--- config.mk ---
export PLATFORM = sky130hd
export DESIGN_NAME = drawing_engine
export DESIGN_NICKNAME = d
export VERILOG_FILES = /design/src/rtl/drawing_engine.sv
export SDC_FILE = /design/constraint.sdc
export NUM_CORES = 1
export LEC_CHECK = 0
export BUFFER_PORTS_ARGS = -buffer_cell sky130_fd_sc_hd__buf_2
export CORE_MARGIN = 4
export CORE_UTILIZATION = 57
export DETAILED_ROUTE_END_ITERATION = 7
export GPL_TIMING_DRIVEN = 0
export PLACE_DENSITY = 0.83
export SYNTH_ARGS = -nofsm -noshare
export SYNTH_HDL_FRONTEND = slang
export SYNTH_SLANG_ARGS = --single-unit
--- constraint.sdc ---
create_clock -name clk -period 3.2 [get_ports clk]
set_input_delay 0.8 -clock clk [delete_from_list [all_inputs] [get_ports clk]]
set_output_delay 0.8 -clock clk [all_outputs]
set_load 0.01 [all_outputs]
--- src/rtl/drawing_engine.sv ---
// drawing_engine: raster rectangle walker that feeds the VGA adapter's pixel-write port.
// Modes: solid fill, streamed 1-bit bitmap (optional transparency), full-screen clear.
// Geometry is latched on start; pixels outside the screen are walked but never plotted.
module drawing_engine #(
  parameter int X_W      = 8,
  parameter int Y_W      = 7,
  parameter int SZ_W     = 8,
  parameter int COLOR_W  = 3,
  parameter int SCREEN_W = 160,
  parameter int SCREEN_H = 120
) (
  input  logic               clk,
  input  logic               reset,
  input  logic               start,
  input  logic [1:0]         mode,
  input  logic               transparent,
  input  logic [X_W-1:0]     x0,
  input  logic [Y_W-1:0]     y0,
  input  logic [SZ_W-1:0]    width,
  input  logic [SZ_W-1:0]    height,
  input  logic [COLOR_W-1:0] fg_color,
  input  logic [COLOR_W-1:0] bg_color,
  input  logic               bit_in,
  input  logic               bit_valid,
  output logic               bit_ready,
  output logic               busy,
  output logic               done,
  output logic               plot,
  output logic [X_W-1:0]     x,
  output logic [Y_W-1:0]     y,
  output logic [COLOR_W-1:0] color
);

  localparam logic [1:0] MODE_BITMAP = 2'b01;
  localparam logic [1:0] MODE_CLEAR  = 2'b10;

  // Screen bounds at the width of the clipping sums
  localparam logic [X_W:0] SCR_W = (X_W+1)'(SCREEN_W);
  localparam logic [Y_W:0] SCR_H = (Y_W+1)'(SCREEN_H);

  typedef enum logic [1:0] {IDLE, DRAW, FIN} state_t;

  // Everything the draw needs, captured at start. Clear mode is folded into a
  // solid draw of the whole screen in bg_color, so only the bitmap flag survives.
  typedef struct packed {
    logic               bitmap;
    logic               transp;
    logic [X_W-1:0]     ox;
    logic [Y_W-1:0]     oy;
    logic [SZ_W-1:0]    w;
    logic [SZ_W-1:0]    h;
    logic [COLOR_W-1:0] fg;
    logic [COLOR_W-1:0] bg;
  } req_t;

  state_t          state;
  req_t            req, nreq;
  logic [SZ_W-1:0] cx, cy;

  logic [X_W:0]       xs;
  logic [Y_W:0]       ys;
  logic               empty, last_col, last_row, adv, vis, pix_on;
  logic [COLOR_W-1:0] pix_col;

  // Request decode: mode 11 falls through as solid, clear overrides geometry and colour
  always_comb begin
    nreq        = '0;
    nreq.bitmap = (mode == MODE_BITMAP);
    nreq.transp = transparent;
    if (mode == MODE_CLEAR) begin
      nreq.ox = '0;
      nreq.oy = '0;
      nreq.w  = SZ_W'(SCREEN_W);
      nreq.h  = SZ_W'(SCREEN_H);
      nreq.fg = bg_color;
      nreq.bg = bg_color;
    end else begin
      nreq.ox = x0;
      nreq.oy = y0;
      nreq.w  = width;
      nreq.h  = height;
      nreq.fg = fg_color;
      nreq.bg = bg_color;
    end
  end

  // Pixel datapath: one-bit-wider sums so off-screen coordinates clip instead of wrapping
  always_comb begin
    xs       = (X_W+1)'(req.ox) + (X_W+1)'(cx);
    ys       = (Y_W+1)'(req.oy) + (Y_W+1)'(cy);
    empty    = (req.w == '0) || (req.h == '0);
    last_col = (cx == req.w - SZ_W'(1));
    last_row = (cy == req.h - SZ_W'(1));
    adv      = (state == DRAW) && !empty && (!req.bitmap || bit_valid);
    vis      = (xs < SCR_W) && (ys < SCR_H);
    pix_on   = vis && !(req.bitmap && req.transp && !bit_in);
    pix_col  = (req.bitmap && !bit_in) ? req.bg : req.fg;
  end

  assign bit_ready = (state == DRAW) && req.bitmap;

  // Control FSM with registered pixel outputs; outputs hold across stalls
  always_ff @(posedge clk or negedge reset) begin
    if (!reset) begin
      state <= IDLE;
      req   <= '0;
      cx    <= '0;
      cy    <= '0;
      busy  <= 1'b0;
      done  <= 1'b0;
      plot  <= 1'b0;
      x     <= '0;
      y     <= '0;
      color <= '0;
    end else begin
      done <= 1'b0;
      plot <= 1'b0;
      case (state)
        IDLE: begin
          if (start) begin
            req   <= nreq;
            cx    <= '0;
            cy    <= '0;
            busy  <= 1'b1;
            state <= DRAW;
          end
        end
        DRAW: begin
          if (empty) begin
            // nothing to walk: finish at once and pulse done on entering FIN
            state <= FIN;
            busy  <= 1'b0;
            done  <= 1'b1;
          end else if (adv) begin
            plot  <= pix_on;
            x     <= xs[X_W-1:0];
            y     <= ys[Y_W-1:0];
            color <= pix_col;
            if (last_col) begin
              cx <= '0;
              cy <= cy + SZ_W'(1);
              if (last_row) begin
                state <= FIN;
                busy  <= 1'b0;
              end
            end else begin
              cx <= cx + SZ_W'(1);
            end
          end
        end
        FIN: begin
          state <= IDLE;
          done  <= !empty;
        end
        default: state <= IDLE;
      endcase
    end
  end

endmodule

==> results of run 1 <==
-- metrics by stage --
step | instances | hold WS, ns | util [%] | cell area, sq um | worst slack (ns)
2_1_floorplan | 474 | 0.445 | - | 4330 | 0.803
3_3_place_gp | 639 | 0.456 | 65.3 | 4780 | 0.628
3_5_place_dp | 640 | 0.464 | 65.7 | 4810 | 0.507
4_1_cts | 656 | 0.286 | 68.6 | 5030 | 0.497
5_1_grt | 656 | 0.278 | 68.6 | 5030 | 0.132
6_report | 656 | 0.285 | 68.6 | 5030 | 0.414
-- sequential cells by signal (all words and copies together), names as in the netlist --
register and cells:
req 39, y 7, busy 1, plot 1, x 8, color 3
state 2, done 1, cx 8, cy 8
-- per-layer routing --
| metal | track usage (%) | share of wire [%] | routed length, microns | up-vias |
|---|---|---|---|---|
| met5 | 0 | 0 | 0 | - |
| met4 | 9.62 | 2.1 | 236 | 0 |
| met3 | 4.89 | 6.3 | 700 | 26 |
| met2 | 45.2 | 51 | 5700 | 137 |
| met1 | 33.4 | 40 | 4450 | 1850 |
| li1 | - | - | - | 1791 |
-- cell families after synthesis --
kind of cell | share of synthesized area [%]
DFF | 45.1
muxes | 3.03
buffers and inverters | 2.80
adders and majority gates | 6.99
xor gates and xnor gates | 7.08
and+or+nand+nor | 23.5
AOI/OAI and AO/OA | 11.5
-- cells in the mapped netlist (all sizes together), types with 2 or more instances --
cell type	number	area [sq um]
clkbuf	13	48.8
nand3	34	170
nor2b	7	43.8
nor3b	3	22.5
mux2i	3	30.0
or2	2	12.5
nor4	6	58.8
or3	3	23.8
a21oi	11	55.1
nand3b	5	37.5
xnor2	22	193
and2	3	18.8
fa	2	40.0
o21a	2	15.0
nand2	95	357
ha	21	263
nor2	32	120
xor2	13	114
dfrtp	78	1950
mux2	9	101
a21boi	2	15.0
o31ai	3	36.3
a211oi	3	22.5
nor3	9	45.0
buf	5	20.0
o31a	2	17.5
o21ai	41	205
nand2b	6	37.5
a21o	3	22.5
nand4	5	31.3
a31oi	5	31.3
and3	2	12.5
inv	14	52.6
-- critical path, delay by kind of cell, from the launching register on --
| family | cells | cell delay, ns |
|---|---|---|
| compound gates | 2 | 0.37 |
| flops | 1 | 0.45 |
| simple gates | 3 | 0.90 |
| buf+inv | 2 | 0.99 |
-- power by group through the flow --
stage | logic (mW) | clock network (mW) | registers [mW]
floorplan | 1.70 | 0 | 1.74
global placement | 2.29 | 0 | 1.74
detailed placement | 2.40 | 0 | 1.77
CTS | 2.42 | 0.814 | 1.75
global route | 2.70 | 0.861 | 1.82
finish | 2.43 | 0.809 | 1.76
-- cell usage in the layout (no fill, tap or decap), types with 13 or more instances in the layout --
| master | n |
|---|---|
| buf_2 | 66 |
| clkbuf_1 | 13 |
| dfrtp_1 | 78 |
| ha_1 | 21 |
| inv_1 | 14 |
| nand2_1 | 95 |
| nand3_1 | 34 |
| nor2_1 | 32 |
| o21ai_0 | 39 |
| xnor2_1 | 22 |
| xor2_1 | 13 |
-- cell type report --
| cell class | instances | share of cell area (%) |
|---|---|---|
| buffer | 18 | 1.37 |
| clock buffer | 9 | 2.46 |
| clock inverter | 7 | 1.77 |
| inverter | 14 | 1.05 |
| multi-input combinational | 364 | 44.9 |
| sequential | 78 | 38.8 |
| tap | 99 | 2.46 |
| timing repair buffer | 67 | 7.17 |
-- worst paths after layout --
kind | startpoint | endpoint | cells past startpoint
max reg2reg | req[9] | y[2] | 7
min in group clk | req[22] | req[22] | 2
max | req[9] | y[2] | 7
min reg2reg | req[22] | req[22] | 2
min | reset | x[2] | 1
max in group asynchronous | reset | req[7] | 2
==> summary.txt, run 1 <==
Final layout
  • Share of cells above drive strength 1: 17.8%
  • Layout Nets: slightly above 600
  • Fill count: 580
  • P&R area growth vs syn: 16.1%
  • Register Area: 1950 sq um
  • Footprint of the multi-input gates: between 2000 and 2500 sq um
  • Ant diodes: 0

Clock tree
  • CTS tree: done
  • CTS clk-pin slew, worst paths: approximately 0.080 ns
  • Root Buffer: clkbuf_8
  • CTS Sinks: 78
  • CTS Buf Count: 9
  • CTS max path bufs: 2
  • H-tree levels: 3
  • Count of hold-fix buffers inserted at cts: 0
  • Postcts setup bufs: 0
  • Clk_lat worst skew: 0.36 ns
  • Gates resized, CTS repair: 0

Job
  • Max cap viols: 0

Global route
  • Grt total ovfl: 0
  • Largest net degree at the start of global routing: 65
  • GRT Util Overall: a little over a quarter
  • Vias in the first global route: between 3000 and 4000
  • Antenna violations before repair: 0
  • Global-route wire length before repair: around 18000 microns

Critical path
  • Crit-path cells: nor4_1, a22oi_1, nand2_1, clkbuf_1, clkbuf_1, nand2_1, o21ai_0
  • Startpoint Class: flop
  • R2R setup slack: 0.41 ns
  • Critical Path End Type: flop
  • Req. time, crit path: roughly 3.5 ns
  • Crit-path max cell delay: ~0.60 ns
  • Crit Path Category: flop to flop
  • Largest fanout on the critical path: 10
  • CP max stage cell: nor4_1
  • WP data arrival: 3.06 ns

Power
  • Power share of the sequential group: about a third
  • P_sw: between 2 and 2.5 mW
  • Internal power: roughly 2.8 mW
  • Power share of the clock group: approximately 16%
  • Pwr/cell area: between 900 and 1000 nW/um^2
  • Logic pwr share: 48.6%
  • Peak VDD IR: about 0.46 mV
  • Leak pwr: around 2.4 nW
  • Switching part of the total: a little over two fifths
  • Total power: between 5 and 6 mW

Die
  • Initial Util: just under 60%
  • Core area: roughly 7300 sq um
  • IO Count: 67
  • Die ar.: roughly 9100 sq um
  • Row Count: 31
  • Chip Width: approximately 95 microns
  • Die height: approximately 95 microns

STA
  • Max Freq: approximately 0.36 GHz
  • Period minus WS final: roughly 2.8 ns
  • Setup TNS Final: 0 ns
  • Fin crit share: slightly below 90%
  • Slew HR: 50.5%
  • Worst Clk Skew: roughly 0.0065 ns
  • Final Hold Viols: 0
  • RSZ-0062 raised after global routing: false
  • Final Setup Violations: 0
  • Slew Viols, Final: 0
  • Tightest Pin Transition: between 0.7 and 0.8 ns

Route
  • Vias: 3804
  • Vias per inst: around 5.8
  • Drt wl/cell: about 17 microns
  • Residual DRC count: 0
  • Final WL: around 11000 microns
  • DRT iter0 DRCs: around 260
  • 1st-pass router iterations: 6
  • Post-route ant nets: 0

Synth
  • Mapped cell area: 4330 sq um
  • Top_reg_cell synth: dfrtp_1
  • YS warnings: 0
  • Asr flop ratio synth: between 90% and 100%
  • Flops & latches, synth: 78
  • Mean post-synth cell area: 9.14 sq um
  • Net Count, Synth: 542
  • Number of enable flip-flop cells after synthesis: 0
  • Post-synthesis sequential area ratio: between 40 and 50%
  • Cells after Synth: approximately 470
  • Unique masters post-synth: 50

Worst hold path
  • Worst hold path class: input port to async pin

Placed design
  • Dpl hpwl: roughly 8100 microns
  • Gp weighted congestion: between 0.8 and 0.9
  • IO buf count: 66

Run status
  • Outcome: finished, final reports clean
(Power assumes the default switching activity.)
==> inputs of run 2 (changes only) <==
==> config.mk (replaced) <==
export PLATFORM = sky130hd
export DESIGN_NAME = drawing_engine
export DESIGN_NICKNAME = d
export VERILOG_FILES = /design/src/rtl/drawing_engine.sv
export SDC_FILE = /design/constraint.sdc
export NUM_CORES = 1
export LEC_CHECK = 0
export BUFFER_PORTS_ARGS = -buffer_cell sky130_fd_sc_hd__buf_4
export CORE_MARGIN = 4
export CORE_UTILIZATION = 61
export DETAILED_ROUTE_END_ITERATION = 7
export GPL_TIMING_DRIVEN = 0
export PLACE_DENSITY = 0.88
export SYNTH_ARGS = -nofsm -noshare
export SYNTH_HDL_FRONTEND = slang
export SYNTH_SLANG_ARGS = --single-unit
==> constraint.sdc (replaced) <==
create_clock -name clk -period 3.55 [get_ports clk]
set_input_delay 0.8875 -clock clk [delete_from_list [all_inputs] [get_ports clk]]
set_output_delay 0.8875 -clock clk [all_outputs]
set_load 0.01 [all_outputs]
==> run 2 against run 1 <==
Against the previous run:
- clock power fell by 17%
- core utilization up 6.6 points
- hold slack better by 0.20 ns
- via count up 0.87%
- sequential power down 9.7%
- power down 9.3%
- die area shrank 6.0%
- global-route usage grew 0.79 points
- clock skew increased by 0.0053 ns
- maximum frequency up 3.6%
- highest routed layer unchanged
- routed wire length is 1.7% higher
==> summary.txt, run 2 (synthesis results as in run 1) <==
Route
  • Met3 wire length: 717 microns (+2.4%)
  • Residual DRC count: 0 (unchanged)
  • Drt wl/cell: 17.3 microns (+2.3%)
  • Post-Route M1 WL: 4520 microns (+1.5%)
  • Vias: 3837 (+0.87%)
  • Top Layer Used: met4
  • Vias per inst: 5.88 (+1.5%)
  • DRT iter0 DRCs: 250 (-3.1%)
  • 1st-pass router iterations: 5 (-1)
  • Metal2 WL: 5690 microns (-0.16%)
  • Post-route ant nets: 0 (unchanged)
  • Final WL: 11300 microns (+1.7%)

STA
  • Setup TNS Final: 0 ns (unchanged)
  • Slew Viols, Final: 0 (unchanged)
  • Worst Clk Skew: 0.0118 ns (+0.00531 ns)
  • Fin crit share: 75.8% (-11 points)
  • Max Freq: 0.372 GHz (+3.6%)
  • Slew HR: 34.0% (-17 points)
  • Final Setup Violations: 0 (unchanged)
  • Final Hold Viols: 0 (unchanged)
  • Tightest Pin Transition: 0.990 ns (+0.248 ns)
  • RSZ-0062 raised after global routing: false
  • Period minus WS final: 2.69 ns (-0.0956 ns)

Clock tree
  • H-tree levels: 3 (unchanged)
  • CTS max path bufs: 2 (unchanged)
  • Gates resized, CTS repair: 0 (unchanged)
  • Clk_lat worst skew: 0.37 ns (about the same)
  • Count of hold-fix buffers inserted at cts: 0 (unchanged)
  • CTS clk-pin slew, worst paths: 0.09 ns (about the same)
  • CTS Sinks: 78 (unchanged)
  • CTS Buf Count: 9 (unchanged)
  • Postcts setup bufs: 0 (unchanged)
  • Root Buffer: clkbuf_8
  • CTS tree: done

Critical path
  • Worst r2r src: req[17]
  • Worst reg-to-reg path cell count: 8 (+1)
  • Crit. Startpoint: req[17]
  • Crit Path Category: flop to flop
  • Crit-path cells: buf_2, nor4_2, xnor2_1, o31ai_4, a41oi_4, or2_1, or3_1, a21oi_1
  • Startpoint Class: flop
  • Critical path depth: 8 (+1)
  • CP max stage cell: nor4_2
  • WP data arrival: 2.98 ns (-0.08 ns)
  • Largest delay contributor family on the critical path: simple AND/OR/NAND/NOR gates
  • Largest fanout on the critical path: 10 (unchanged)
  • Req. time, crit path: 3.84 ns (+0.36 ns)
  • Critical Path End Type: flop
  • Buffer and inverter count on the worst path: 1 (-1)
  • Crit-path max cell delay: 0.45 ns (-0.15 ns)

Worst hold path
  • Hold Startpoint: req[29]
  • Worst hold path class: flop to flop
  • Hold path cells: 2

Final layout
  • Most frequent cells in the layout: nand2_1, dfrtp_1, buf_4
  • Layout Nets: 619 (-0.16%)
  • Top reg by flops: req
  • Share of cells above drive strength 1: 17.4% (-0.33 points)
  • Fin util: 75.2% (+6.6 points)
  • Most common cell after layout, fill and taps aside: nand2_1
  • Number of flip-flops in the largest register: 39 (unchanged)
  • Fill count: 498 (-14%)
  • P&R area growth vs syn: 18.6%
  • Ant diodes: 0 (unchanged)

Global route
  • Largest net degree at the start of global routing: 79 (+22%)
  • GRT Util Overall: 27.2% (+0.79 points)
  • Antenna violations before repair: 0 (unchanged)
  • Global-route wire length before repair: 18200 microns (-0.31%)
  • Vias in the first global route: 3861 (+1.8%)
  • Grt total ovfl: 0 (unchanged)

Power
  • Pwr/cell area: 884 nW/um^2 (-11%)
  • Peak VDD IR: 0.458 mV (-1.5%)
  • Leak pwr: 2.44 nW (+0.99%)

Placed design
  • IO buf count: 66 (unchanged)
  • Dpl hpwl: 8060 microns (-0.65%)
  • Gp weighted congestion: 0.934 (+4.2%)

Die
  • Die ar.: 8510 sq um (-6.0%)
  • Core area: 6830 sq um (-6.8%)
  • IO Count: 67 (unchanged)
  • Initial Util: 63.4% (+4.3 points)
  • Row Count: 30 (-3.2%)
  • Die height: 92.3 microns (-3.1%)
  • Chip Width: 92.3 microns (-3.1%)

Run status
  • Outcome: finished, final reports clean

Job
  • Max cap viols: 0 (unchanged)
==> run 2: cell count changes in the layout (fill, tap and decap cells not counted), sizes merged <==
cell,previous run,this run
clkbuf,22,23
bufinv,2,1
buf,72,71
==> run 2: path summary, 6_finish.rpt <==
path	end	slack, ns
setup / recovery	cy[5]	0.86
hold / removal	req[29]	0.48
setup reg to reg	cy[5]	0.86
hold reg to reg	req[29]	0.48
max in group asynchronous	req[12]	2.23
min in group asynchronous	x[3]	0.66
==> run 2: cell type report <==
type | instances | area, sq um | share of cell area, %
clock buffers | 10 | 128 | 2.48
well taps | 96 | 120 | 2.34
clock inverters | 6 | 62.6 | 1.22
multi-input cells | 364 | 2260 | 43.9
repair buffers | 66 | 495 | 9.65
flip-flops and latches | 78 | 1950 | 38.0
plain buffers | 18 | 68.8 | 1.34
inverters | 14 | 52.6 | 1.02
==> run 2: worst min-delay path, stage by stage (launching register included) <==
cell	delay, ns
dfrtp_1	0.36
nand2_1	0.05
nand2_1	0.05
==> run 2: power breakdown <==
group | total, mW | leakage, nW | internal [mW] | switching (mW)
combinational | 2.28 | 1.35 | 0.957 | 1.32
clock | 0.671 | 0.100 | 0.324 | 0.347
sequential | 1.59 | 0.989 | 1.27 | 0.317
total | 4.54 | 2.44 | 2.55 | 1.99
==> run 2: layer usage <==
layer  vias to the layer above  global-route usage, %
met5                         -                      0
met4                         0                   11.1
met3                        36                   5.91
met2                       154                   47.7
met1                      1863                   32.4
li1                       1784                      -
==> run 2: through the flow <==
stage	cells	instance area [sq um]	setup WS [ns]	hold WS, ns	total power, mW
final	652	5140	0.860	0.485	4.54
after global routing	652	5140	0.746	0.516	4.83
after CTS	652	5140	0.906	0.487	4.50
after global placement	636	4950	0.976	0.459	3.70
after detailed placement	636	4950	0.942	0.469	3.83
after floorplan	474	4330	1.15	0.445	3.10
